### src/rtl/mvm_pkg.sv
// Shared widths, pipeline latencies and FSM encoding for the matrix-vector engine.
package mvm_pkg;

    localparam int IWIDTH_DEF  = 8;
    localparam int OWIDTH_DEF  = 32;
    localparam int AWIDTH_DEF  = 9;
    localparam int LANES       = 8;
    localparam int DOT_LATENCY = 5;
    localparam int MEM_LATENCY = 1;

    typedef enum logic [1:0] {
        IDLE  = 2'd0,
        ISSUE = 2'd1,
        DRAIN = 2'd2,
        DONE  = 2'd3
    } state_e;

endpackage

### src/rtl/mvm_ctrl.sv
// Sequences matrix/vector memory reads into the dot8 unit and accumulates the
// returning per-chunk dot products into one result per matrix row.
module mvm_ctrl
    import mvm_pkg::*;
#(
    parameter int IWIDTH = IWIDTH_DEF,
    parameter int OWIDTH = OWIDTH_DEF,
    parameter int AWIDTH = AWIDTH_DEF
) (
    input  logic                      clk,
    input  logic                      rst,
    input  logic                      start,
    input  logic [AWIDTH-1:0]         num_rows,
    input  logic [AWIDTH-1:0]         num_chunks,
    output logic [AWIDTH-1:0]         mat_raddr,
    output logic [AWIDTH-1:0]         vec_raddr,
    output logic                      mem_ren,
    input  logic [LANES*IWIDTH-1:0]   mat_rdata,
    input  logic [LANES*IWIDTH-1:0]   vec_rdata,
    output logic [LANES*IWIDTH-1:0]   dot_vec0,
    output logic [LANES*IWIDTH-1:0]   dot_vec1,
    output logic                      dot_ivalid,
    input  logic [OWIDTH-1:0]         dot_result,
    input  logic                      dot_ovalid,
    output logic [OWIDTH-1:0]         res_data,
    output logic [AWIDTH-1:0]         res_row,
    output logic                      res_valid,
    output logic                      busy,
    output logic                      done
);

    state_e              state_q;
    logic [AWIDTH-1:0]   n_q, k_q;
    logic [AWIDTH-1:0]   c_q, r_q, addr_q;
    logic [AWIDTH-1:0]   rc_q, rr_q;
    logic [OWIDTH-1:0]   acc_q;
    logic                mem_ren_q, ivalid_q;
    logic [AWIDTH-1:0]   mat_raddr_q, vec_raddr_q;
    logic [OWIDTH-1:0]   res_data_q;
    logic [AWIDTH-1:0]   res_row_q;
    logic                res_valid_q, busy_q, done_q;

    logic                issue_last_col_d, issue_last_row_d;
    logic                ret_fire_d, ret_last_col_d, ret_last_row_d;
    logic [OWIDTH-1:0]   sum_d;

    assign issue_last_col_d = (c_q == k_q - AWIDTH'(1));
    assign issue_last_row_d = (r_q == n_q - AWIDTH'(1));
    assign ret_fire_d       = dot_ovalid && (state_q != IDLE);
    assign ret_last_col_d   = (rc_q == k_q - AWIDTH'(1));
    assign ret_last_row_d   = (rr_q == n_q - AWIDTH'(1));
    assign sum_d            = (rc_q == '0) ? dot_result : acc_q + dot_result;

    // Memory data lands one cycle after mem_ren, so dot_ivalid is just the delayed enable.
    assign dot_vec0   = mat_rdata;
    assign dot_vec1   = vec_rdata;
    assign dot_ivalid = ivalid_q;
    assign mem_ren    = mem_ren_q;
    assign mat_raddr  = mat_raddr_q;
    assign vec_raddr  = vec_raddr_q;
    assign res_data   = res_data_q;
    assign res_row    = res_row_q;
    assign res_valid  = res_valid_q;
    assign busy       = busy_q;
    assign done       = done_q;

    always_ff @(posedge clk) begin
        if (rst) begin
            state_q     <= IDLE;
            n_q         <= '0;
            k_q         <= '0;
            c_q         <= '0;
            r_q         <= '0;
            addr_q      <= '0;
            rc_q        <= '0;
            rr_q        <= '0;
            acc_q       <= '0;
            mem_ren_q   <= 1'b0;
            ivalid_q    <= 1'b0;
            mat_raddr_q <= '0;
            vec_raddr_q <= '0;
            res_data_q  <= '0;
            res_row_q   <= '0;
            res_valid_q <= 1'b0;
            busy_q      <= 1'b0;
            done_q      <= 1'b0;
        end else begin
            mem_ren_q   <= 1'b0;
            res_valid_q <= 1'b0;
            ivalid_q    <= mem_ren_q;
            busy_q      <= (state_q != IDLE);
            done_q      <= (state_q == DONE);

            // Return side runs independently of the issue counters; products arrive in order.
            if (ret_fire_d) begin
                acc_q <= sum_d;
                if (ret_last_col_d) begin
                    rc_q        <= '0;
                    rr_q        <= rr_q + AWIDTH'(1);
                    res_valid_q <= 1'b1;
                    res_data_q  <= sum_d;
                    res_row_q   <= rr_q;
                end else begin
                    rc_q <= rc_q + AWIDTH'(1);
                end
            end

            case (state_q)
                IDLE: begin
                    if (start) begin
                        n_q    <= num_rows;
                        k_q    <= num_chunks;
                        c_q    <= '0;
                        r_q    <= '0;
                        addr_q <= '0;
                        rc_q   <= '0;
                        rr_q   <= '0;
                        acc_q  <= '0;
                        state_q <= (num_rows == '0 || num_chunks == '0) ? DONE : ISSUE;
                    end
                end
                ISSUE: begin
                    mem_ren_q   <= 1'b1;
                    mat_raddr_q <= addr_q;
                    vec_raddr_q <= c_q;
                    addr_q      <= addr_q + AWIDTH'(1);
                    if (issue_last_col_d) begin
                        c_q <= '0;
                        r_q <= r_q + AWIDTH'(1);
                        if (issue_last_row_d) begin
                            state_q <= DRAIN;
                        end
                    end else begin
                        c_q <= c_q + AWIDTH'(1);
                    end
                end
                DRAIN: begin
                    if (ret_fire_d && ret_last_col_d && ret_last_row_d) begin
                        state_q <= DONE;
                    end
                end
                DONE: begin
                    state_q <= IDLE;
                end
                default: begin
                    state_q <= IDLE;
                end
            endcase
        end
    end

endmodule

### config.mk
export PLATFORM = sky130hd
export DESIGN_NAME = mvm_ctrl
export DESIGN_NICKNAME = d
export VERILOG_FILES = /design/src/rtl/mvm_pkg.sv /design/src/rtl/mvm_ctrl.sv
export SDC_FILE = /design/constraint.sdc
export NUM_CORES = 1
export LEC_CHECK = 0
export CAP_MARGIN = 15
export CORE_UTILIZATION = 49
export DETAILED_ROUTE_END_ITERATION = 10
export PLACE_DENSITY = 0.84
export SKIP_LAST_GASP = 1
export SYNTH_ARGS = -nofsm -noshare
export SYNTH_HDL_FRONTEND = slang
export SYNTH_SLANG_ARGS = --single-unit
### constraint.sdc
create_clock -name clk -period 5.3 [get_ports clk]
set_clock_uncertainty 0.1 [all_clocks]
set_input_delay 0.53 -clock clk [delete_from_list [all_inputs] [get_ports clk]]
set_output_delay 0.53 -clock clk [all_outputs]
set_load 0.02 [all_outputs]
==> results by group, run 1 <==
Setup path
  – CP cell instances: inv_1 > ha_1 > nor3b_1 > xnor2_1 > o211ai_1 > or4b_1 > and4bb_4 > buf_4 > nor2_1 > a311oi_2
  – Critical Path Max Stage Delay: about 0.90 ns
  – Slowest CP cell: and4bb_4
  – Worst Path Max Fanout: 55
  – Reg2reg path depth: 10
  – Worst EP arrival: between 4 and 5 ns
  – CP Data Required Time: 5.54 ns
  – Type of origin of the critical path: flip-flop
  – CP Class: flip-flop to flip-flop
  – R2R setup slack: about 1.3 ns
  – Reg2reg start: k_q[0]
  – Reg2reg end: res_data[25]
  – Crit end category: flip-flop

Floorplanning
  – Die W: 146 um
  – Chip height: around 150 um
  – Die ar.: approximately 21,000 um^2
  – I/O Pins: roughly 370
  – Core footprint: slightly above 20,000 um^2
  – Rows: 52
  – Starting Density: around 50%

Clock network
  – Clk Tree Root Cell: clkbuf_16
  – Clock transition at path regs: roughly 0.070 ns
  – Hold Buf Count CTS: 0
  – CTS Buf Count: 17
  – TritonCTS Sinks: 161
  – Cts repair resizes: 0
  – H-tree Lvls: 4
  – TritonCTS clock tree: built
  – Setup Buffers After CTS: 0
  – CTS max path bufs: 2
  – Clk_lat worst skew: 0.44 ns

Power and ir drop
  – Cell Pwr Density: roughly 380 nW/um^2
  – P_int: roughly 2.5 mW
  – Clock network power share: about 30%
  – Logic gate share of total power: 36.2%
  – Max VDD drop: ~0.25 mV
  – Leak Pwr: 4.28 nW
  – Sw Pwr: about 1.7 mW
  – Sequential power share: between 30% and 40%
  – Net Sw Frac: about two fifths

STA
  – Setup TNS: 0 ns
  – Fin crit share: between 70% and 80%
  – Slew at the pin closest to its max-slew limit: approximately 0.96 ns
  – RSZ-0062 raised after global routing: no
  – Setup violators final: 0
  – Final hold violations: 0
  – Final slew viol count: 0
  – Crit path time final: between 3 and 4 ns
  – F_max: ~0.25 GHz
  – Relative slew slack: between 30% and 40%

Logic synthesis
  – Number of synthesized register bits: between 150 and 200
  – Synth cell types: slightly above 70
  – Synth top area share: 31.6%
  – Register area share after synthesis: between 30% and 40%
  – Syn_area_per_cell: ~8 um^2
  – Synth area leader: dfxtp_1
  – Syn Nets: 1,491
  – Synth top cells by count: nor2_1 (183), dfxtp_1 (161), buf_4 (130)
  – Most used flip-flop cell after synthesis: dfxtp_1
  – Synth top area cells: dfxtp_1 (32%), buf_4 (9.6%), nor2_1 (6.7%), ha_1 (5.3%), mux2i_1 (4.7%)
  – Syn Std Cell Area: 10,200 um^2
  – Number of synthesis warnings: 0
  – Cells after synthesis: about 1,300
  – Count leader, synth: nor2_1
  – Async SR Flop Fraction: 0%
  – Post-synth EDFFs: 0

Placement
  – IO buf count: between 100 and 150
  – Placer congestion estimate: 0.929
  – Post-DP HPWL: between 15 and 20 mm
  – Placed insts: 1,462

Outcome
  – Outcome: finished, final reports clean

Route
  – Via/cell ratio: approximately 5.7
  – Drt wl/cell: around 16 um
  – First drt pass iteration count: 7
  – Via Count: 8,530
  – Routed Wire Length: between 20 and 25 mm
  – Post-route ant nets: 0
  – DR iter-0 viols: around 550
  – DRC: 0

Finish
  – Area Overhead vs Synth: 9.05%
  – Layout Cells excl Fill: 1,494
  – Fin nets: about 1,400
  – Antenna Cells: 0
  – Share of cells above drive strength 1: 4.98%

Global routing
  – Total grt overflow: 0
  – First-pass GRT wire length: ~40 mm
  – Largest net degree at the start of global routing: 85
  – Initial antenna violation count: 0
  – Gr usage total: a little under a quarter
  – Number of global-route vias before repair: approximately 8,000

Job
  – Max Cap Viol: 0

Min path
  – Hold path depth: 2
  – Hold Crit Class: input pin to flip-flop
  – Worst hold path endpoint: res_data[26]
  – Hold_sp: rst
## metal layers
layer	track usage [%]	wire length [um]	vias up
met5	0	0	-
met4	11.1	738	0
met3	4.78	1550	76
met2	38.1	11500	311
met1	28.5	10800	3993
li1	-	-	4150
## how the worst max path moves through the flow
stage                              from            to  slack (ns)  depth (start not counted)
after floorplan           dot_result[0]  res_data[22]        2.11                         12
after global placement    dot_result[0]  res_data[22]        1.23                         13
after detailed placement  dot_result[0]  res_data[22]        1.08                         13
after CTS                        k_q[0]  res_data[25]        1.27                         10
after global routing             k_q[0]  res_data[18]        0.99                         10
final                            k_q[0]  res_data[25]        1.30                         10
## cells in the final DEF (no fill, tap or decap), types with 4 or more instances in the layout
| cell | Yosys | layout |
|---|---|---|
| nor2_1 | 183 | 183 |
| dfxtp_1 | 161 | 161 |
| clkdlybuf4s50_1 | 0 | 116 |
| nand2_1 | 90 | 90 |
| a21oi_1 | 78 | 78 |
| xor2_1 | 53 | 53 |
| o21ai_0 | 50 | 50 |
| mux2i_1 | 48 | 48 |
| ha_1 | 43 | 43 |
| xnor2_1 | 38 | 38 |
| nand3_1 | 26 | 26 |
| nor3_1 | 25 | 25 |
| inv_1 | 24 | 24 |
| a211oi_1 | 24 | 24 |
| a21o_1 | 20 | 20 |
| nand4_1 | 20 | 20 |
| and3_1 | 19 | 19 |
| clkbuf_16 | 0 | 17 |
| a31oi_1 | 15 | 15 |
| nand2b_1 | 14 | 14 |
| nor2b_1 | 11 | 10 |
| and2_1 | 10 | 10 |
| nor4_1 | 10 | 10 |
| buf_4 | 130 | 9 |
| o211ai_1 | 8 | 8 |
| o21a_1 | 7 | 7 |
| clkinv_8 | 0 | 7 |
| o31a_1 | 6 | 6 |
| nor3b_1 | 5 | 5 |
| or3_1 | 5 | 5 |
| o21bai_1 | 5 | 5 |
| a21boi_0 | 4 | 4 |
| a311oi_2 | 4 | 4 |
| inv_8 | 0 | 4 |
## final cells by class
class,instances,area [um^2]
clock buffers,17,425
clock inverters,15,201
fillers,1833,9170
inverters,24,90.1
multi-input cells,882,5620
flip-flops and latches,161,3220
well taps,270,338
repair buffers,125,1230
## through the flow
stage               instance area [um^2]  hold slack [ns]  total power [mW]  util, %  setup WS [ns]
CTS                                11100            0.305              4.20     54.8           1.27
global placement                   10500            0.348              2.88     51.7           1.23
finish                             11100            0.322              4.20     54.8           1.30
global route                       11100            0.321              4.45     54.8          0.987
floorplan                          10200            0.340              2.71        -           2.11
detailed placement                 10500            0.356              2.92     51.7           1.08
## worst max-delay path: cells and delay by family (launching register included)
kind	cells	cell delay (ns)
AND/OR/NAND/NOR	4	1.97
buffers and inverters	2	0.52
adder cells (fa/ha/maj)	1	0.40
flip-flops	1	0.39
AO/OA/AOI/OAI	2	0.33
XOR/XNOR	1	0.16
## state kept, by name, indices dropped and copies added, names as in the netlist
| signal | cells |
|---|---|
| c_q | 9 |
| mem_ren | 1 |
| n_q | 9 |
| addr_q | 9 |
| res_data | 32 |
| res_row | 9 |
| vec_raddr | 9 |
| dot_ivalid | 1 |
| rc_q | 9 |
| res_valid | 1 |
| rr_q | 9 |
| done | 1 |
| r_q | 9 |
| state_q | 2 |
| busy | 1 |
| k_q | 9 |
| mat_raddr | 9 |
| acc_q | 32 |
## power by group through the flow
stage          Sequential [mW]  Clock (mW)  Combinational, mW
2_1_floorplan             1.41           0               1.30
6_report                  1.42        1.26               1.52
3_3_place_gp              1.44           0               1.44
5_1_grt                   1.43        1.34               1.68
3_5_place_dp              1.44           0               1.48
4_1_cts                   1.41        1.28               1.50
## logic make-up (layout without fill, tap and decap cells)
| group | Yosys count | after routing | share of synthesized area [%] |
|---|---|---|---|
| compound gates | 258 | 258 | 16.5 |
| buf+inv | 222 | 181 | 13.4 |
| mux | 50 | 50 | 4.93 |
| xor+xnor | 91 | 91 | 7.81 |
| flops | 161 | 161 | 31.6 |
| fa+ha+maj | 44 | 44 | 5.47 |
| simple gates | 439 | 439 | 20.3 |
Power figures use the tool's default switching activity.
==> inputs of run 2 (changes only) <==
--- a/config.mk
+++ b/config.mk
@@ -6,9 +6,10 @@
 export NUM_CORES = 1
 export LEC_CHECK = 0
 export CAP_MARGIN = 15
-export CORE_UTILIZATION = 49
+export CORE_ASPECT_RATIO = 1.5
+export CORE_UTILIZATION = 46
 export DETAILED_ROUTE_END_ITERATION = 10
-export PLACE_DENSITY = 0.84
+export PLACE_DENSITY = 0.79
 export SKIP_LAST_GASP = 1
 export SYNTH_ARGS = -nofsm -noshare
 export SYNTH_HDL_FRONTEND = slang
==> constraint.sdc (replaced) <==
create_clock -name clk -period 4.1 [get_ports clk]
set_clock_uncertainty 0.1 [all_clocks]
set_input_delay 0.41 -clock clk [delete_from_list [all_inputs] [get_ports clk]]
set_output_delay 0.41 -clock clk [all_outputs]
set_load 0.02 [all_outputs]
==> run 2 against run 1 <==
Global-route usage up 3.2 points. Flip-flop and latch count unchanged. Cell area up 0.67%. Total power up 31%. Critical path depth up 4. First-iteration DRC count down 5.2%. Critical path type is now input pin to flip-flop. Largest power group unchanged.
==> results by group, run 2 (synthesis results as in run 1) <==
Setup path
  – CP Data Required Time: 4.33 ns
  – CP cell instances: clkdlybuf4s50_1 > ha_1 > inv_1 > fa_1 > nor2b_1 > o21ai_0 > a21oi_1 > o21ai_0 > a2111oi_2 > buf_4 > o211ai_1 > a21oi_1 > mux2i_1 > o31a_1
  – CP Class: input pin to flip-flop
  – Type of origin of the critical path: input pin
  – Slowest CP cell: clkdlybuf4s50_1
  – Worst EP arrival: slightly below 4 ns
  – Critical Path Max Stage Delay: about 0.5 ns
  – Crit end category: flip-flop
  – Worst Path Max Fanout: 4

Global routing
  – Number of global-route vias before repair: about 8,300
  – First-pass GRT wire length: approximately 45 mm
  – Gr usage total: a little over a quarter
  – Initial antenna violation count: 0
  – Largest net degree at the start of global routing: 62
  – Total grt overflow: 0

Placement
  – Placed insts: 1,472
  – Placer congestion estimate: 0.917
  – Post-DP HPWL: 22.7 mm
  – IO buf count: 117

STA
  – Crit path time final: 3.62 ns
  – Setup TNS: 0 ns
  – Relative slew slack: between 50 and 60%
  – RSZ-0062 raised after global routing: no
  – Slew at the pin closest to its max-slew limit: approximately 0.74 ns
  – Hold WS: 0.294 ns
  – Final hold violations: 0
  – Fin crit share: around nine tenths
  – Final slew viol count: 0
  – F_max: 0.276 GHz
  – Setup violators final: 0

Finish
  – Area Overhead vs Synth: 9.79%
  – Share of cells above drive strength 1: ~5.6%
  – Fin nets: 1,445
  – Filler cells: ~2,000
  – Most frequent cells in the layout: nor2_1 (183), dfxtp_1 (161), clkdlybuf4s50_1 (116), nand2_1 (90), a21oi_1 (78)
  – Layout Cells excl Fill: 1,504
  – Commonest non-fill, non-tap cell in the layout: nor2_1
  – Antenna Cells: 0

Power and ir drop
  – Leak Pwr: 4.31 nW
  – Logic gate share of total power: between 30% and 40%
  – Clock network power share: about 31%
  – Sequential power share: 33.4%
  – Net Sw Frac: between 30 and 40%
  – Cell Pwr Density: 490 nW/um^2
  – Sw Pwr: between 2 and 2.5 mW
  – Max VDD drop: ~0.29 mV
  – P_int: 3.43 mW

Clock network
  – Clk Tree Root Cell: clkbuf_16
  – Clk_lat worst skew: approximately 0.44 ns
  – Clock transition at path regs: 0.07 ns
  – TritonCTS clock tree: built
  – CTS max path bufs: 2
  – Cts repair resizes: 0
  – Hold Buf Count CTS: 0
  – H-tree Lvls: 4
  – TritonCTS Sinks: about 160
  – CTS Buf Count: 17
  – Setup Buffers After CTS: 0

Floorplanning
  – Starting Density: about 47%
  – Chip height: 184 um
  – Die W: between 100 and 150 um
  – I/O Pins: about 370
  – Die ar.: 22,800 um^2
  – Rows: 66
  – Core footprint: approximately 22,000 um^2

Route
  – Via Count: between 8,000 and 9,000
  – Via/cell ratio: roughly 5.7
  – Drt wl/cell: just under 20 um
  – Routed Wire Length: approximately 30 mm
  – DRC: 0
  – Post-route ant nets: 0
  – DR iter-0 viols: ~530
  – First drt pass iteration count: 5

Outcome
  – Outcome: finished, final reports clean

Min path
  – Hold Crit Class: input pin to flip-flop

Job
  – Max Cap Viol: 0
run 2: worst paths after layout:
| check | from | to | slack [ns] | cells after the start |
|---|---|---|---|---|
| setup / recovery | dot_result[0] | acc_q[28] | 0.48 | 14 |
| hold / removal | rst | addr_q[3] | 0.29 | 2 |
| setup reg to reg | k_q[0] | rc_q[6] | 0.53 | 10 |
| hold reg to reg | acc_q[13] | acc_q[13] | 0.37 | 2 |
run 2: area by class of cell:
| class | count | area, um^2 | share of cell area (%) |
|---|---|---|---|
| Multi-Input combinational cell | 882 | 5620 | 50.2 |
| Sequential cell | 161 | 3220 | 28.8 |
| Timing Repair Buffer | 133 | 1310 | 11.7 |
| Clock buffer | 19 | 453 | 4.04 |
| Tap cell | 272 | 340 | 3.04 |
| Clock inverter | 13 | 161 | 1.44 |
| Inverter | 24 | 90.1 | 0.804 |
run 2: critical path, delay by kind of cell:
kind	cells	cell delay (ns)
compound gates	7	1.87
buf+inv	3	0.73
fa+ha+maj	2	0.57
simple gates	1	0.16
mux	1	0.12
run 2: per-layer routing:
layer  global-route usage, %  wire length, um  vias up
met5                       0                0        -
met1                    24.4             9950     4045
met4                    19.3             2200        0
met2                    44.8            14500      285
met3                    11.4             3130      152
li1                        -                -     4164
run 2: metrics by stage:
| step | worst slack, ns | util (%) | power, mW | area [um^2] |
|---|---|---|---|---|
| detailed placement | 0.0904 | 48.7 | 3.83 | 10600 |
| global placement | 0.199 | 48.7 | 3.78 | 10600 |
| global route | 0.284 | 51.6 | 5.82 | 11200 |
| floorplan | 1.03 | - | 3.51 | 10200 |
| finish | 0.476 | 51.6 | 5.49 | 11200 |
| CTS | 0.496 | 51.6 | 5.51 | 11200 |
run 2: power groups by stage:
stage	clock, mW	sequential, mW	combinational (mW)
finish	1.67	1.83	1.98
global route	1.78	1.85	2.20
CTS	1.70	1.83	1.98
detailed placement	0	1.87	1.96
global placement	0	1.86	1.92
floorplan	0	1.82	1.68
